File: src/rtl/ram_rd_burst.sv
// ram_rd_burst: burst read engine for a 1R1W RAM with a credit-checked output FIFO.
// Build option: define RAM_RD_BURST_STAT_EN to add the stall_cnt output (saturating stall counter).
// Ports:
//   clk, rst                      clock, asynchronous active-high reset
//   cmd_valid/cmd_ready           burst command handshake (cmd_addr start, cmd_len word count, 0 = no-op)
//   ram_re/ram_raddr/ram_rdata    RAM read port, rdata valid RD_LAT cycles after re
//   dout_valid/dout_ready         output word stream (dout_data, dout_last on final word)
//   stall_cnt                     cycles with dout_valid && !dout_ready (option only)
module ram_rd_burst #(
    parameter int NWORDS = 1024,
    parameter int WORDSZ = 32,
    parameter int ADDRSZ = 10,
    parameter int RD_LAT = 1
) (
    input  logic              clk,
    input  logic              rst,
    input  logic              cmd_valid,
    output logic              cmd_ready,
    input  logic [ADDRSZ-1:0] cmd_addr,
    input  logic [ADDRSZ:0]   cmd_len,
    output logic              ram_re,
    output logic [ADDRSZ-1:0] ram_raddr,
    input  logic [WORDSZ-1:0] ram_rdata,
    output logic              dout_valid,
    input  logic              dout_ready,
    output logic [WORDSZ-1:0] dout_data,
    output logic              dout_last
`ifdef RAM_RD_BURST_STAT_EN
    ,
    output logic [31:0]       stall_cnt
`endif
);
    localparam int BUF_DEPTH = RD_LAT + 1;
    localparam int PW = $clog2(BUF_DEPTH);
    localparam int CW = 4;
    localparam logic [ADDRSZ:0] ONE = 1;

    typedef enum logic {IDLE, BURST} state_t;

    state_t            state_q, state_d;
    logic [ADDRSZ-1:0] addr_q, addr_d;
    logic [ADDRSZ:0]   rem_q, rem_d;
    logic [RD_LAT-1:0] pv_q, pv_d, pl_q, pl_d;
    logic [WORDSZ:0]   buf_q [BUF_DEPTH];
    logic [PW-1:0]     wp_q, wp_d, rp_q, rp_d;
    logic [CW-1:0]     cnt_q, cnt_d, inflight;
    logic              push, pop;

    function automatic logic [PW-1:0] nxt(input logic [PW-1:0] p);
        return (p == PW'(BUF_DEPTH - 1)) ? '0 : p + PW'(1);
    endfunction

    always_comb begin
        inflight = '0;
        for (int i = 0; i < RD_LAT; i++) inflight = inflight + CW'(pv_q[i]);
    end

    assign pop        = dout_valid && dout_ready;
    assign push       = pv_q[RD_LAT-1];
    assign cmd_ready  = state_q == IDLE;
    assign ram_raddr  = addr_q;
    // Every issued read owns a buffer slot; a same-cycle pop frees one immediately.
    assign ram_re     = state_q == BURST && (inflight + cnt_q - CW'(pop)) < CW'(BUF_DEPTH);
    assign dout_valid = cnt_q != '0;
    assign {dout_last, dout_data} = buf_q[rp_q];

    always_comb begin
        state_d = state_q;
        addr_d  = addr_q;
        rem_d   = rem_q;
        if (state_q == IDLE && cmd_valid && cmd_len != '0) begin
            state_d = BURST;
            addr_d  = cmd_addr;
            rem_d   = cmd_len;
        end else if (ram_re) begin
            addr_d  = (addr_q == ADDRSZ'(NWORDS - 1)) ? '0 : addr_q + ADDRSZ'(1);
            rem_d   = rem_q - ONE;
            state_d = (rem_q == ONE) ? IDLE : BURST;
        end
        // Tag pipe tracks which returning RAM cycles carry real words.
        pv_d    = pv_q;
        pl_d    = pl_q;
        pv_d[0] = ram_re;
        pl_d[0] = ram_re && rem_q == ONE;
        for (int i = 1; i < RD_LAT; i++) begin
            pv_d[i] = pv_q[i-1];
            pl_d[i] = pl_q[i-1];
        end
        wp_d  = push ? nxt(wp_q) : wp_q;
        rp_d  = pop ? nxt(rp_q) : rp_q;
        cnt_d = cnt_q + CW'(push) - CW'(pop);
    end

    always_ff @(posedge clk or posedge rst) begin
        if (rst) begin
            state_q <= IDLE;
            addr_q  <= '0;
            rem_q   <= '0;
            pv_q    <= '0;
            pl_q    <= '0;
            wp_q    <= '0;
            rp_q    <= '0;
            cnt_q   <= '0;
            for (int i = 0; i < BUF_DEPTH; i++) buf_q[i] <= '0;
        end else begin
            state_q <= state_d;
            addr_q  <= addr_d;
            rem_q   <= rem_d;
            pv_q    <= pv_d;
            pl_q    <= pl_d;
            wp_q    <= wp_d;
            rp_q    <= rp_d;
            cnt_q   <= cnt_d;
            if (push) buf_q[wp_q] <= {pl_q[RD_LAT-1], ram_rdata};
        end
    end

    overflow_chk: assert property (@(posedge clk) disable iff (rst) !(push && !pop && cnt_q == CW'(BUF_DEPTH)));

`ifdef RAM_RD_BURST_STAT_EN
    logic [31:0] stall_q, stall_d;

    assign stall_d   = (dout_valid && !dout_ready && stall_q != '1) ? stall_q + 32'd1 : stall_q;
    assign stall_cnt = stall_q;

    always_ff @(posedge clk or posedge rst) begin
        if (rst) stall_q <= '0;
        else     stall_q <= stall_d;
    end
`endif
endmodule
File: config.mk
export PLATFORM = sky130hd
export DESIGN_NAME = ram_rd_burst
export DESIGN_NICKNAME = d
export VERILOG_FILES = /design/src/rtl/ram_rd_burst.sv
export SDC_FILE = /design/constraint.sdc
export NUM_CORES = 1
export LEC_CHECK = 0
export ABC_AREA = 1
export CAP_MARGIN = 10
export CORE_ASPECT_RATIO = 1.75
export CORE_UTILIZATION = 53
export CTS_BUF_LIST = sky130_fd_sc_hd__clkbuf_8
export DETAILED_ROUTE_END_ITERATION = 8
export PLACE_DENSITY = 0.82
export SLEW_MARGIN = 20
export SYNTH_ARGS = -nofsm -noshare
export SYNTH_HDL_FRONTEND = slang
export SYNTH_SLANG_ARGS = --single-unit
File: constraint.sdc
create_clock -name clk -period 5.07 [get_ports clk]
set_input_delay 1.521 -clock clk [delete_from_list [all_inputs] [get_ports clk]]
set_output_delay 1.521 -clock clk [all_outputs]
set_load 0.005 [all_outputs]
==> impl_metrics.ini <==
[run_status]
run_status = completed

[logic_synthesis]
synthDominantCellAreaShare_pct = 48.6
synthesis.instances = 592
most_numerous_cell_in_the_yosys_netlist = sky130_fd_sc_hd__nand2_1
yosys_most_used_dff = sky130_fd_sc_hd__dfrtp_1
synth-async-reset-ratio_pct = 100
synth_edf_count = 0
synth_sequential_area_ratio_pct = 48.6
synth_fp_nets = 658
number_of_distinct_standard_cells_referenced_by_the_synthesized_netlist = 30
yosys_register_bits = 96
synth_top_cells_by_area = sky130_fd_sc_hd__dfrtp_1 (49%), sky130_fd_sc_hd__nand2_1 (14%), sky130_fd_sc_hd__mux2_2 (7.5%)
yosys_warnings = 0
synth_common_cells = sky130_fd_sc_hd__nand2_1 (181), sky130_fd_sc_hd__dfrtp_1 (96), sky130_fd_sc_hd__o21ai_0 (66), sky130_fd_sc_hd__inv_1 (64), sky130_fd_sc_hd__nand3_1 (55)
yosysTopAreaCell = sky130_fd_sc_hd__dfrtp_1
mappedNetlistArea_mm2 = 0.00494
syn_area_per_cell_um2 = 8.35

[clock_network]
cts_buffers = 9
clock_latency_on_the_worst_skew_pair_ps = 370
clock_buffer_depth = 2
cts_hold_buffers = 0
cts_root_buf = sky130_fd_sc_hd__clkbuf_8
cts_tree = yes
clock_tree.htree_level_count = 3
cts.reportedPaths.clkPinSlew_ps = 80
clock-sinks = 96

[cells_and_area]
final_instance_area_mm2 = 0.00626
area_added_between_synthesis_and_finish_pct = 26.5
final_nets = 754
diodes = 0
layoutNonFillerInstCount = 813
final_layout_size_suffix_gt1_share_pct = 11.5

[sta]
fin_worst_skew_ps = 11.6
worst-slew-pin-transition_ps = 1020
drv_slew = 0
unrepaired_setup_endpoints_after_global_routing = no
final-hold-violation-count = 0
post_layout_minimum_cycle_time_ps = 4950
timing.max_slew.rel_slack_pct = 31.6
max_clock_freq_ghz = 0.202
worst_slack_ps = 124
worst_hold_slack_ps = 489
period_share_pct = 97.5
setup_viol_count_final = 0

[routing]
vias = 4172
ant_nets_after_route = 0
drt-wirelength-per-cell_um = 13.6
wl_um = 11100
detail_route.first_pass.iterations = 4
detail_route.iter0.violations = 177
drt_drc_violations_left = 0
post_drt_via_cell_ratio = 5.13

[critical_path]
startpoint = dout_ready
r2r_slack_ps = 2190
worst_r2r_endpoint = rem_q[4]
timing.critical_path.to = ram_re
worstSetupPathDepth = 11
critPathKind = input pin to output port
cell_depth_of_the_worst_flop_to_flop_path = 14
crit_path_max_fanout = 2
timing.critical_path.slowest_stage_cell = sky130_fd_sc_hd__fa_2
cp_data_required_time_ps = 3550
r2r_start = cnt_q[2]
worstPathCellList = dlygate4sd2_1, a21boi_2, ha_1, inv_2, ha_4, fa_2, xor2_2, nor2_2, nand4_2, inv_2, buf_2
most_common_cell_on_crit_path = sky130_fd_sc_hd__inv_2
cp-end-kind = output port
cpPeakStageDelay_ps = 370
critical-path-top-delay-family = adder cells
critPathLaunchType = input pin
buf_inv_stages_crit_path = 4
worstPathArrival_ps = 3420

[power_and_ir_drop]
power.total_w = 0.00387
p_leak_nw = 3.15
share_comb_of_total_power_pct = 52.2
vdd.ir_drop.worst_v = 0.000372
p_sw_w = 0.00146
power_frac_seq_pct = 35.0
power_density_mw_per_mm2 = 619
internal_power_w = 0.00242
swShare_pct = 37.6
power.clock.fraction_pct = 12.8

[global_route]
global_route_wire_length_before_repair_um = 17900
antenna_violations_before_repair = 0
grt_start_max_net_pins = 68
first_global_vias = 4144
overflow = 0
gr-usage-all-layers_pct = 24.2

[run]
max_cap_violations = 0

[floorplan]
design.portCount = 103
die-width_um = 75.0
floorplan.rows = 46
core_area_mm2 = 0.00904
die-area_mm2 = 0.00974
initial_core_util_pct = 54.7
die_y_um = 130

[place]
place_congestion = 0.824
place_ws_ps = -578
port_buffers = 102
dp_hpwl_um = 7760
detailed_place.area_mm2 = 0.00601
placedCellCount = 793

[worst_hold_path]
worstHoldPathType = flip-flop to flip-flop
## state kept, by name (all words and copies together) (netlist names)
signal	flops
pl_q	1
ram_raddr	10
rp_q	1
wp_q	1
cnt_q	4
buf_q	66
push	1
rem_q	11
state_q	1
## how the worst min path moves through the flow
stage	startpoint	slack (ps)	endpoint	depth (start not counted)
final	buf_q[7]	490	buf_q[7]	2
after global routing	buf_q[29]	520	buf_q[29]	2
after detailed placement	buf_q[4]	470	buf_q[4]	2
after floorplan	buf_q[0]	450	buf_q[0]	2
after CTS	buf_q[4]	490	buf_q[4]	2
after global placement	buf_q[32]	460	buf_q[32]	2
## cell type report
type,instances,area (um2)
clock inverter,7,71.3
timing repair buffer,114,1100
tap,120,150
sequential,96,2400
clock buffer,9,124
multi-input combinational,403,2160
fill,759,2780
inverter,64,241
## worst register-to-register path: stages (launching register included)
cell and delay [ps]:
sky130_fd_sc_hd__dfrtp_1 380, sky130_fd_sc_hd__inv_1 70, sky130_fd_sc_hd__ha_1 190, sky130_fd_sc_hd__a21boi_2 70, sky130_fd_sc_hd__ha_1 310, sky130_fd_sc_hd__inv_2 50
sky130_fd_sc_hd__ha_4 160, sky130_fd_sc_hd__fa_2 370, sky130_fd_sc_hd__xor2_2 160, sky130_fd_sc_hd__nor2_2 150, sky130_fd_sc_hd__nand4_2 110, sky130_fd_sc_hd__buf_4 240
sky130_fd_sc_hd__nand2_2 350, sky130_fd_sc_hd__nand2_1 120, sky130_fd_sc_hd__nand2_1 80
## layout by cell type (no fill, tap or decap), drive strengths merged
cell type      instances
nand4                  4
a21boi                 1
xor2                   8
clkdlybuf4s50        100
ha                     8
clkinv                 3
mux2                  33
nand3                 55
xnor2                  1
bufinv                 1
o21ai                 70
dfrtp                 96
a21oi                  1
fa                     1
nor2                  30
inv                   65
dlygate4sd2            1
nor3                   3
clkbuf                 9
nand2                184
buf                   13
nand3b                 2
or2                    2
clkinvlp               2
## power by group through the flow
stage	logic (W)	clock network, W	registers, W
finish	0.00202	0.000494	0.00136
global route	0.00227	0.000543	0.00140
CTS	0.00203	0.000505	0.00135
detailed placement	0.00195	0	0.00137
global placement	0.00188	0	0.00134
floorplan	0.00124	0	0.00130
## through the flow
step,utilization (%),setup TNS (ps)
detailed placement,66.5,-578
floorplan,-,0
global route,69.2,0
CTS,69.2,0
finish,69.2,0
global placement,66.5,-519
## what timing repair did
item                       in CTS  in global routing
setup endpoints to repair       1                  0
hold endpoints to repair        0                  0
buffers inserted                4                  0
gates resized for setup        13                  0
## kinds of logic (layout without fill, tap and decap cells)
family,Yosys count,count (layout),share of synthesized area [%]
and+or+nand+nor,280,280,24.2
buffers and inverters,93,194,8.30
DFF,96,96,48.6
xor gates and xnor gates,9,9,1.59
adders and majority gates,9,9,2.43
AOI/OAI and AO/OA,72,72,7.34
muxes,33,33,7.52
## metal layers
| metal | up-vias | share of wire [%] | track usage (%) |
|---|---|---|---|
| met5 | - | 0 | 0 |
| met4 | 0 | 1.9 | 9.66 |
| met3 | 21 | 5.5 | 5.71 |
| li1 | 2073 | - | - |
| met2 | 117 | 53 | 43.7 |
| met1 | 1961 | 40 | 26.6 |
No activity file was read; power rests on OpenSTA's default activity.
